### src/rtl/dmem_sram_bridge_pkg.sv
`default_nettype none
// ============================================================================
//  Module      : dmem_sram_bridge_pkg
//  Description : Shared definitions for the MEM-stage SRAM-like bus bridge:
//                FSM state encoding, bus size codes and KSEG mapping constants.
//  Ports       : none (package)
//  Revision    : 1.0 - initial release
// ============================================================================
package dmem_sram_bridge_pkg;

  // Bridge FSM states
  typedef enum logic [1:0] {
    ST_IDLE = 2'd0,   // waiting for a MEM-stage access
    ST_ADDR = 2'd1,   // request held on the bus until accepted
    ST_DATA = 2'd2,   // address accepted, waiting for the data phase
    ST_DONE = 2'd3    // transfer finished, result held for the pipeline
  } bridge_state_t;

  // Bus / CPU access size codes
  localparam logic [1:0] SIZE_B = 2'd0;
  localparam logic [1:0] SIZE_H = 2'd1;
  localparam logic [1:0] SIZE_W = 2'd2;

  // Unmapped cached/uncached kernel segments (kseg0/kseg1) have top bits 2'b10;
  // the physical address is obtained by clearing the top three bits.
  localparam logic [1:0]  KSEG_TAG     = 2'b10;
  localparam int          KSEG_CLR_W   = 3;
  localparam logic [31:0] KSEG_MASK    = 32'hE000_0000;

endpackage : dmem_sram_bridge_pkg
`default_nettype wire

### src/rtl/dmem_sram_bridge_addr_map.sv
`default_nettype none
// ============================================================================
//  Module      : dmem_sram_bridge_addr_map
//  Description : Combinational virtual-to-physical address translation for
//                the fixed-mapped kernel segments. Addresses in
//                0x8000_0000..0xBFFF_FFFF have their top three bits cleared;
//                everything else passes through unchanged.
//  Ports       : i_vaddr  - virtual address
//                o_paddr  - physical address
//  Revision    : 1.0 - initial release
// ============================================================================
module dmem_sram_bridge_addr_map
  import dmem_sram_bridge_pkg::*;
#(
  parameter int ADDR_W   = 32,
  parameter int MAP_KSEG = 1
) (
  input  logic [ADDR_W-1:0] i_vaddr,
  output logic [ADDR_W-1:0] o_paddr
);

  generate
    if (MAP_KSEG != 0) begin : g_kseg
      always_comb begin
        o_paddr = i_vaddr;
        if (i_vaddr[ADDR_W-1 -: 2] == KSEG_TAG) begin
          o_paddr[ADDR_W-1 -: KSEG_CLR_W] = '0;
        end
      end
    end else begin : g_pass
      assign o_paddr = i_vaddr;
    end
  endgenerate

endmodule : dmem_sram_bridge_addr_map
`default_nettype wire

### src/rtl/dmem_sram_bridge.sv
`default_nettype none
// ============================================================================
//  Module      : dmem_sram_bridge
//  Description : Converts single-cycle MEM-stage data accesses into one
//                transaction each on a split address/data handshake bus.
//                Stalls the pipeline until the data phase completes and holds
//                the load result while the pipeline is stalled elsewhere.
//  Ports       : clk, rst (sync, active-low)
//                cpu_*        - MEM-stage request, cancel and load data
//                pipe_stall   - MEM-stage stall from the hazard unit
//                stallreq_o   - stall request to the hazard unit
//                data_*       - SRAM-like bus (req/addr_ok/data_ok handshake)
//  Revision    : 1.0 - initial release
// ============================================================================
module dmem_sram_bridge
  import dmem_sram_bridge_pkg::*;
#(
  parameter int ADDR_W   = 32,
  parameter int DATA_W   = 32,
  parameter int MAP_KSEG = 1
) (
  input  logic              clk,
  input  logic              rst,
  // MEM-stage side
  input  logic              cpu_en,
  input  logic              cpu_we,
  input  logic [3:0]        cpu_sel,
  input  logic [1:0]        cpu_size,
  input  logic [ADDR_W-1:0] cpu_addr,
  input  logic [DATA_W-1:0] cpu_wdata,
  input  logic              cpu_cancel,
  input  logic              pipe_stall,
  output logic [DATA_W-1:0] cpu_rdata,
  output logic              stallreq_o,
  // Bus side
  output logic              data_req,
  output logic              data_wr,
  output logic [1:0]        data_size,
  output logic [ADDR_W-1:0] data_addr,
  output logic [DATA_W-1:0] data_wdata,
  input  logic              data_addr_ok,
  input  logic              data_data_ok,
  input  logic [DATA_W-1:0] data_rdata
);

  bridge_state_t     r_state;
  logic              r_data_req;
  logic              r_wr;
  logic [1:0]        r_size;
  logic [ADDR_W-1:0] r_addr;
  logic [DATA_W-1:0] r_wdata;
  logic [DATA_W-1:0] r_rdata;
  logic              r_discard;

  logic [ADDR_W-1:0] w_paddr;
  logic              w_issue;
  logic              w_complete;
  logic              w_drop;
  logic              w_unused;

  // Byte lanes are implied by size and addr[1:0]; the lane mask is not sent.
  assign w_unused = ^cpu_sel;

  dmem_sram_bridge_addr_map #(
    .ADDR_W   (ADDR_W),
    .MAP_KSEG (MAP_KSEG)
  ) u_addr_map (
    .i_vaddr (cpu_addr),
    .o_paddr (w_paddr)
  );

  assign w_issue = cpu_en & ~cpu_cancel;

  // Data phase ends either in DATA, or in ADDR when the slave accepts the
  // address and finishes the data phase in the same cycle.
  assign w_complete = ((r_state == ST_ADDR) & data_addr_ok & data_data_ok) |
                      ((r_state == ST_DATA) & data_data_ok);

  // A cancel arriving in the completion cycle itself also kills the result.
  assign w_drop = r_discard | cpu_cancel;

  always_ff @(posedge clk) begin
    if (!rst) begin
      r_state    <= ST_IDLE;
      r_data_req <= 1'b0;
      r_wr       <= 1'b0;
      r_size     <= SIZE_B;
      r_addr     <= '0;
      r_wdata    <= '0;
      r_rdata    <= '0;
      r_discard  <= 1'b0;
    end else begin
      unique case (r_state)
        ST_IDLE: begin
          r_discard <= 1'b0;
          if (w_issue) begin
            r_wr       <= cpu_we;
            r_size     <= cpu_size;
            r_addr     <= w_paddr;
            r_wdata    <= cpu_wdata;
            r_data_req <= 1'b1;
            r_state    <= ST_ADDR;
          end
        end
        ST_ADDR: begin
          // The request stays up until accepted, even after a cancel.
          if (cpu_cancel) r_discard <= 1'b1;
          if (data_addr_ok) begin
            r_data_req <= 1'b0;
            r_state    <= ST_DATA;
          end
        end
        ST_DATA: begin
          if (cpu_cancel) r_discard <= 1'b1;
        end
        ST_DONE: begin
          // Retire, or drop on cancel; a lingering cpu_en is never re-issued.
          if (cpu_cancel || !pipe_stall) r_state <= ST_IDLE;
        end
        default: r_state <= ST_IDLE;
      endcase

      // Completion overrides the ADDR->DATA step above.
      if (w_complete) begin
        if (w_drop) begin
          r_state   <= ST_IDLE;
          r_discard <= 1'b0;
        end else begin
          r_state <= ST_DONE;
          if (!r_wr) r_rdata <= data_rdata;
        end
      end
    end
  end

  assign stallreq_o = (r_state == ST_ADDR) | (r_state == ST_DATA) |
                      ((r_state == ST_IDLE) & w_issue);

  assign cpu_rdata  = r_rdata;
  assign data_req   = r_data_req;
  assign data_wr    = r_wr;
  assign data_size  = r_size;
  assign data_addr  = r_addr;
  assign data_wdata = r_wdata;

endmodule : dmem_sram_bridge
`default_nettype wire
### config.mk
export PLATFORM = sky130hd
export DESIGN_NAME = dmem_sram_bridge
export DESIGN_NICKNAME = d
export VERILOG_FILES = /design/src/rtl/dmem_sram_bridge_pkg.sv /design/src/rtl/dmem_sram_bridge_addr_map.sv /design/src/rtl/dmem_sram_bridge.sv
export SDC_FILE = /design/constraint.sdc
export NUM_CORES = 1
export LEC_CHECK = 0
export BUFFER_PORTS_ARGS = -buffer_cell sky130_fd_sc_hd__buf_2
export CAP_MARGIN = 10
export CORE_AREA = 4 4 97 99
export CTS_CLUSTER_DIAMETER = 80
export DETAILED_ROUTE_END_ITERATION = 10
export DIE_AREA = 0 0 101 103
export PLACE_DENSITY = 0.84
export SETUP_SLACK_MARGIN = 0.4
export SLEW_MARGIN = 20
export SYNTH_ARGS = -nofsm -noshare
export SYNTH_HDL_FRONTEND = slang
export SYNTH_SLANG_ARGS = --single-unit
### constraint.sdc
create_clock -name clk -period 2.3 [get_ports clk]
set_input_delay 0.115 -clock clk [delete_from_list [all_inputs] [get_ports clk]]
set_output_delay 0.115 -clock clk [all_outputs]
set_load 0.1 [all_outputs]
==> run metrics, run 1 <==
Final Cell Area=6150 um^2; DP HPWL=7880 um; total number of nets in the final design=854; initial core utilization=0.484; Skew-Pair Late Insertion Delay=0.36 ns; number of pins exceeding their max-slew limit in the final report=0; power per cell area=906 nW/um^2; total overflow reported by the global router=0; worst min-delay path startpoint=cpu_wdata[2]; most numerous cell types in the synthesized netlist=sky130_fd_sc_hd__nand2_1, sky130_fd_sc_hd__dfxtp_1, sky130_fd_sc_hd__a21boi_0; type of the most critical hold path=in2reg; number of buffers on the longest clock path=2; Antenna Violating Nets Remaining=0; slack of the worst reg-to-reg path=0.56 ns; Die Y=103 um; leakage=0.00277 uW; Total Routing Usage GR=0.226; wire length after detailed routing=12100 um; number of diodes=0; Synth top area share=0.498; placeable core region=8550 um^2; clock buffers created by TritonCTS=9; area occupied by multi-input gates=1850 um^2; result of the run=finished, final reports clean; Site Rows=34; Worst Hold Margin=0.0189 ns; IO buf count=206; Mean Syn Cell Area=8.84 um^2; area of the die=10400 um^2; Yosys Warn Count=0; area taken by flip-flops and latches=2060 um^2; number of global-route vias before repair=4135; worst ir drop on vdd=0.000445 V; Crit Reg-Reg Endpoint=cpu_rdata[18]; total via count in the routed design=4128; total number of H-tree levels=3; wire length of the first global-routing pass=19000 um; worst r2r path cells=7; DRC=0; accumulated negative setup slack=0 ns; die width=101 um; most instantiated library cell after synthesis=sky130_fd_sc_hd__nand2_1; number of hold violations in the final report=0; register bit count reported by yosys=103; cell chosen for the clock root=sky130_fd_sc_hd__clkbuf_8; # IOs=211; worst clock skew=0.0125 ns; number of distinct standard cells referenced by the synthesized netlist=34; clock tree from TritonCTS=done; number of nets produced by synthesis=584; gpl congestion=0.745; unrepaired setup endpoints after global routing=true; clock-pin slew reported for the worst setup and hold paths after clock tree synthesis=0.09 ns; fraction of the yosys area taken by sequential cells=0.498; most instantiated flip-flop cell in the synthesis netlist=sky130_fd_sc_hd__dfxtp_1; sort of element at the end of the critical path=primary output; crit share post-route=0.766; share of final-layout standard cells stronger than drive strength 1=0.343; fraction of registers with async set or reset after synthesis=0; pin count of the biggest net entering global routing=62; max-capacitance violation count=0; number of antenna violations at the first check in global routing=0; length of the first detailed-routing pass in iterations=4; synthesized area=4140 um^2; EDFF count, synth=0; data required time of the worst path=2.18 ns; worst hold stages=3; violation count after the first detailed-routing iteration=98; fin crit period=1.76 ns; Worst Hold Path EP=data_wdata[2]; Max Fanout on Critical Path=15; leading post-synthesis cells by cell area=sky130_fd_sc_hd__dfxtp_1, sky130_fd_sc_hd__nand2_1, sky130_fd_sc_hd__a21boi_0; filler cell count=626; normalized max-slew margin=0.662; Syn-to-layout area delta=48.7%; # clock sinks=103; Setup Buffers After CTS=0; Wirelength per Cell=14.2 um; total instance count after detailed placement=756; FMAX=0.568 GHz; ratio of routed vias to standard cells=4.85; Placed Instance Area=5170 um^2; slew of the pin with the lowest slew margin=0.511 ns; FF-to-FF Start=r_state[1]; largest area contributor in the netlist=sky130_fd_sc_hd__dfxtp_1; Mapped Cells=468; Cell Count, Final, Fillers Out=851; data arrival time of the critical path=1.65 ns; crit start category=flip-flop; type of the setup path with the least slack=reg2out; total setup violations reported at the end of the flow=0
[how the worst max path moves through the flow]
stage | from | end | slack (ns) | cells past startpoint
finish | r_state[1] | stallreq_o | 0.54 | 5
global route | r_state[1] | cpu_rdata[15] | 0.37 | 7
CTS | r_state[0] | stallreq_o | 0.46 | 5
detailed placement | r_state[1] | cpu_rdata[21] | 0.52 | 7
global placement | r_state[1] | cpu_rdata[27] | 0.66 | 7
floorplan | data_wr | cpu_rdata[11] | 0.53 | 5
[power by group]
part | internal (uW) | leakage, uW | switching (uW)
logic | 580 | 0.00185 | 1890
clock network | 427 | 0.0000788 | 606
registers | 1970 | 0.000838 | 106
total | 2980 | 0.00277 | 2600
[state kept, by name (all words and copies together) (netlist names)]
name,flops
data_addr,32
data_size,2
r_discard,1
cpu_rdata,32
r_state,2
data_wr,1
data_req,1
data_wdata,32
[per-stage QoR]
step | total power [uW] | utilization | setup WS [ns]
after floorplan | 4050 | - | 0.535
after global placement | 4410 | 0.604 | 0.657
after detailed placement | 4460 | 0.604 | 0.519
after CTS | 5600 | 0.718 | 0.460
after global routing | 5830 | 0.719 | 0.374
final | 5580 | 0.719 | 0.539
[worst max-delay path: stages, from the launching register on]
cell	delay (ns)
sky130_fd_sc_hd__dfxtp_1	0.41
sky130_fd_sc_hd__inv_1	0.11
sky130_fd_sc_hd__ha_1	0.26
sky130_fd_sc_hd__nand2_4	0.20
sky130_fd_sc_hd__nand2b_1	0.13
sky130_fd_sc_hd__buf_12	0.18
[metal layers]
metal	up-vias	share of wire	routed length (um)	global-route usage
li1	2048	-	-	-
met1	1899	0.37	4480	0.239
met2	146	0.54	6510	0.434
met3	35	0.057	695	0.0386
met4	0	0.034	407	0.108
met5	-	0	0	0
[cell usage in the layout, fill, tap and decap left out, types with 2 or more instances in the layout]
master	netlist	final
sky130_fd_sc_hd__buf_2	5	205
sky130_fd_sc_hd__nand2_1	198	198
sky130_fd_sc_hd__dfxtp_1	103	102
sky130_fd_sc_hd__dlygate4sd3_1	0	79
sky130_fd_sc_hd__a21boi_0	64	64
sky130_fd_sc_hd__a21boi_2	20	20
sky130_fd_sc_hd__a21boi_1	16	16
sky130_fd_sc_hd__clkbuf_8	3	10
sky130_fd_sc_hd__ha_1	6	6
sky130_fd_sc_hd__inv_1	3	3
sky130_fd_sc_hd__nand2b_1	3	3
sky130_fd_sc_hd__o21ai_0	3	3
sky130_fd_sc_hd__clkinvlp_4	0	3
sky130_fd_sc_hd__buf_12	1	3
sky130_fd_sc_hd__nand3_1	2	2
sky130_fd_sc_hd__nor2_1	2	2
sky130_fd_sc_hd__clkbuf_1	15	2
sky130_fd_sc_hd__buf_4	5	2
[final cells by class]
cell class,instances,share of cell area
multi-input combinational,330,0.300
clock buffer,12,0.0236
inverter,3,0.00183
sequential,103,0.335
clock inverter,4,0.00508
timing repair buffer,291,0.312
tap,108,0.0220
[timing repair]
item	4_1_cts	5_1_grt
endpoints found under the hold margin	79	0
setup endpoints to repair	1	28
hold buffers	79	0
gates resized for setup	1	4
cloned	0	0
[kinds of logic (layout without fill, tap and decap cells)]
| group | count (synthesis) | count (layout) | share of synthesized area |
|---|---|---|---|
| AOI/OAI and AO/OA | 109 | 109 | 0.217 |
| adders and majority gates | 6 | 6 | 0.0181 |
| buffers and inverters | 35 | 310 | 0.0563 |
| DFF | 103 | 103 | 0.498 |
| muxes | 2 | 2 | 0.00514 |
| and+or+nand+nor | 213 | 213 | 0.205 |
Power figures use the tool's default switching activity.
==> inputs of run 2 (changes only) <==
ABC_AREA = 1   (was default)
CORE_AREA = 4 4 103 105   (was 4 4 97 99)
DIE_AREA = 0 0 107 109   (was 0 0 101 103)
PLACE_DENSITY = 0.75   (was 0.84)
clock period = 1.6 ns   (was 2.3 ns; I/O delays follow)
==> run 2 against run 1 <==
Compared with the run above: the run now ends with setup timing left; final cell count is 12% higher; clock skew is 0.0054 ns lower; synthesized cell count is 3.6% higher; worst hold slack better by 0.10 ns; sequential power is 53% higher; worst setup slack worse by 0.57 ns; count of clock-buffer cells in the layout stayed put; routed wire length is 47% higher; total power is 96% higher; clock power is 67% higher; register-to-register slack worse by 0.59 ns; flip-flop and latch count stayed put.
==> run metrics, run 2 <==
failing checks=setup timing; Site Rows=36 (+5.9%); fraction of registers with async set or reset after synthesis=0 (unchanged); DRC=0 (unchanged); total via count in the routed design=4818 (+17%); share of final-layout standard cells stronger than drive strength 1=0.577 (+0.233); number of buffers on the longest clock path=2 (unchanged); most instantiated library cell after synthesis=sky130_fd_sc_hd__nand2_1; total number of nets in the final design=927 (+8.5%); crit start category=flip-flop; register bit count reported by yosys=103 (unchanged); relative contribution of sequential cells to total power=0.292 (-0.081); total number of H-tree levels=3 (unchanged); net switching power of the design=5250 uW (+100%); number of antenna violations at the first check in global routing=0 (unchanged); die width=107 um (+5.9%); length of the first detailed-routing pass in iterations=4 (unchanged); Syn-to-layout area delta=106%; largest area contributor in the netlist=sky130_fd_sc_hd__dfxtp_1; cell chosen for the clock root=sky130_fd_sc_hd__clkbuf_8; wire length after detailed routing=17800 um (+47%); number of global-route vias before repair=4681 (+13%); violation count after the first detailed-routing iteration=232 (+140%); top library cells by usage in the layout, fill and taps aside=sky130_fd_sc_hd__buf_2, sky130_fd_sc_hd__dlygate4sd3_1, sky130_fd_sc_hd__clkbuf_4, sky130_fd_sc_hd__nand2_1, sky130_fd_sc_hd__dfxtp_2; Mapped Cells=485 (+3.6%); pin count of the biggest net entering global routing=46 (-26%); leading post-synthesis cells by cell area=sky130_fd_sc_hd__dfxtp_1, sky130_fd_sc_hd__nand2_1, sky130_fd_sc_hd__a21oi_1; area occupied by multi-input gates=2200 um^2 (+19%); Yosys Warn Count=0 (unchanged); fraction of the yosys area taken by sequential cells=0.542 (+0.0434); # clock sinks=103 (unchanged); max-capacitance violation count=0 (unchanged); normalized max-slew margin=0.593 (-0.0681); ratio of routed vias to standard cells=5.08 (+4.7%); total setup violations reported at the end of the flow=2 (+2); type of the most critical hold path=in2reg; Antenna Violating Nets Remaining=0 (unchanged); Die Y=109 um (+5.8%); clock buffers created by TritonCTS=9 (unchanged); total overflow reported by the global router=0 (unchanged); fin crit period=1.63 ns; initial core utilization=0.395 (-0.0890); fraction of power consumed by the clock network=0.157 (-0.028); Final Cell Area=7830 um^2 (+27%); number of distinct standard cells referenced by the synthesized netlist=22 (-35%); DP HPWL=7420 um (-5.7%); accumulated negative setup slack=-0.0531 ns (-0.0531 ns); Total Routing Usage GR=0.245 (+0.0190); area of the die=11700 um^2 (+12%); # IOs=211 (unchanged); leading cell type in the layout, fill and taps excluded=sky130_fd_sc_hd__buf_2; power per cell area=1400 nW/um^2 (+54%); Placed Instance Area=5060 um^2 (-2.0%); area taken by flip-flops and latches=2160 um^2 (+4.7%); synthesized area=3800 um^2 (-8.0%); Max Fanout on Critical Path=8 (-7); worst ir drop on vdd=0.000896 V (+100%); slew of the pin with the lowest slew margin=0.609 ns (+0.0978 ns); clock-pin slew reported for the worst setup and hold paths after clock tree synthesis=0.09 ns (about the same); number of nets produced by synthesis=601 (+2.9%); Mean Syn Cell Area=7.85 um^2 (-11%); unrepaired setup endpoints after global routing=true; final cell utilization of the core=0.812 (+0.0927); FMAX=0.614 GHz; leakage=0.00354 uW (+28%); most numerous cell types in the synthesized netlist=sky130_fd_sc_hd__nand2_1, sky130_fd_sc_hd__dfxtp_1, sky130_fd_sc_hd__a21oi_1; type of the setup path with the least slack=reg2reg; EDFF count, synth=0 (unchanged); placeable core region=9640 um^2 (+13%); setup slack of the critical path after layout=-0.0280 ns (-0.567 ns); result of the run=finished, violations left; Wirelength per Cell=18.8 um (+32%); data arrival time of the critical path=1.87 ns (+0.22 ns); Skew-Pair Late Insertion Delay=0.36 ns (about the same); number of hold violations in the final report=0 (unchanged); Synth top area share=0.542 (+0.0434); wire length of the first global-routing pass=22500 um (+19%); number of pins exceeding their max-slew limit in the final report=0 (unchanged); crit share post-route=1.02; filler cell count=510 (-19%); combinational group share of total power=0.551 (+0.109); sort of element at the end of the critical path=flip-flop; clock tree from TritonCTS=done; worst clock skew=0.00703 ns (-0.00545 ns); IO buf count=206 (unchanged); most instantiated flip-flop cell in the synthesis netlist=sky130_fd_sc_hd__dfxtp_1; internal portion of total power=5680 uW (+91%); data required time of the worst path=1.84 ns (-0.34 ns); gpl congestion=0.801 (+7.4%); switching part of the total power=0.480 (+0.0143)
[run 2: worst paths after layout]
check,start,to,slack (ns),depth (start not counted)
setup / recovery,r_state[1],cpu_rdata[26],-0.03,9
hold / removal,data_addr_ok,data_req,0.12,4
setup reg to reg,r_state[1],cpu_rdata[26],-0.03,9
hold reg to reg,data_addr[3],data_addr[3],0.47,2
[run 2: cell families after synthesis]
group,share of synthesized area
compound gates,0.141
buf+inv,0.0625
fa+ha+maj,0.0197
simple gates,0.234
flops,0.542
[run 2: layer usage]
metal | track usage | vias to the layer above | wire (um)
met5 | 0 | - | 0
met4 | 0.111 | 0 | 780
met3 | 0.0699 | 66 | 1400
met2 | 0.458 | 250 | 9430
met1 | 0.255 | 2288 | 6200
li1 | - | 2214 | -
[run 2: final cells by class]
cell class	instances	share of cell area
clock buffer	12	0.0213
sequential	103	0.276
tap	133	0.0213
multi-input combinational	340	0.280
timing repair buffer	345	0.387
antenna	1	0.000320
clock inverter	3	0.00511
inverter	12	0.00831
[run 2: critical path, stage by stage (launching register included)]
cell and delay [ns]:
sky130_fd_sc_hd__dfxtp_4 0.36, sky130_fd_sc_hd__inv_4 0.07, sky130_fd_sc_hd__buf_6 0.10, sky130_fd_sc_hd__ha_4 0.14
sky130_fd_sc_hd__nand3_4 0.08, sky130_fd_sc_hd__nand2_4 0.09, sky130_fd_sc_hd__nand3_4 0.19, sky130_fd_sc_hd__clkbuf_16 0.24
sky130_fd_sc_hd__o21ai_1 0.16, sky130_fd_sc_hd__nor2_1 0.09
[run 2: through the flow]
step | std cells | setup WS [ns] | hold WS, ns | power (uW)
floorplan | 485 | 0.302 | 0.208 | 6770
global placement | 800 | 0.222 | 0.322 | 7430
detailed placement | 800 | 0.198 | 0.326 | 7490
CTS | 930 | 0.0838 | 0.0862 | 9840
global route | 948 | -0.148 | 0.132 | 11300
finish | 949 | -0.0280 | 0.122 | 10900
[run 2: repair_timing]
item	CTS	global route
pin swaps	10	48
hold buffers	99	0
setup endpoints to repair	203	204
gates resized for setup	23	284
setup buffers	9	8
hold endpoints to repair	99	0
gates cloned	7	10
[run 2: power by group through the flow]
stage          logic (uW)  clock network [uW]  registers, uW
2_1_floorplan        1160                   0           5610
3_3_place_gp         4220                   0           3200
3_5_place_dp         4270                   0           3220
4_1_cts              4960                1740           3150
5_1_grt              6260                1850           3230
6_report             6020                1720           3190
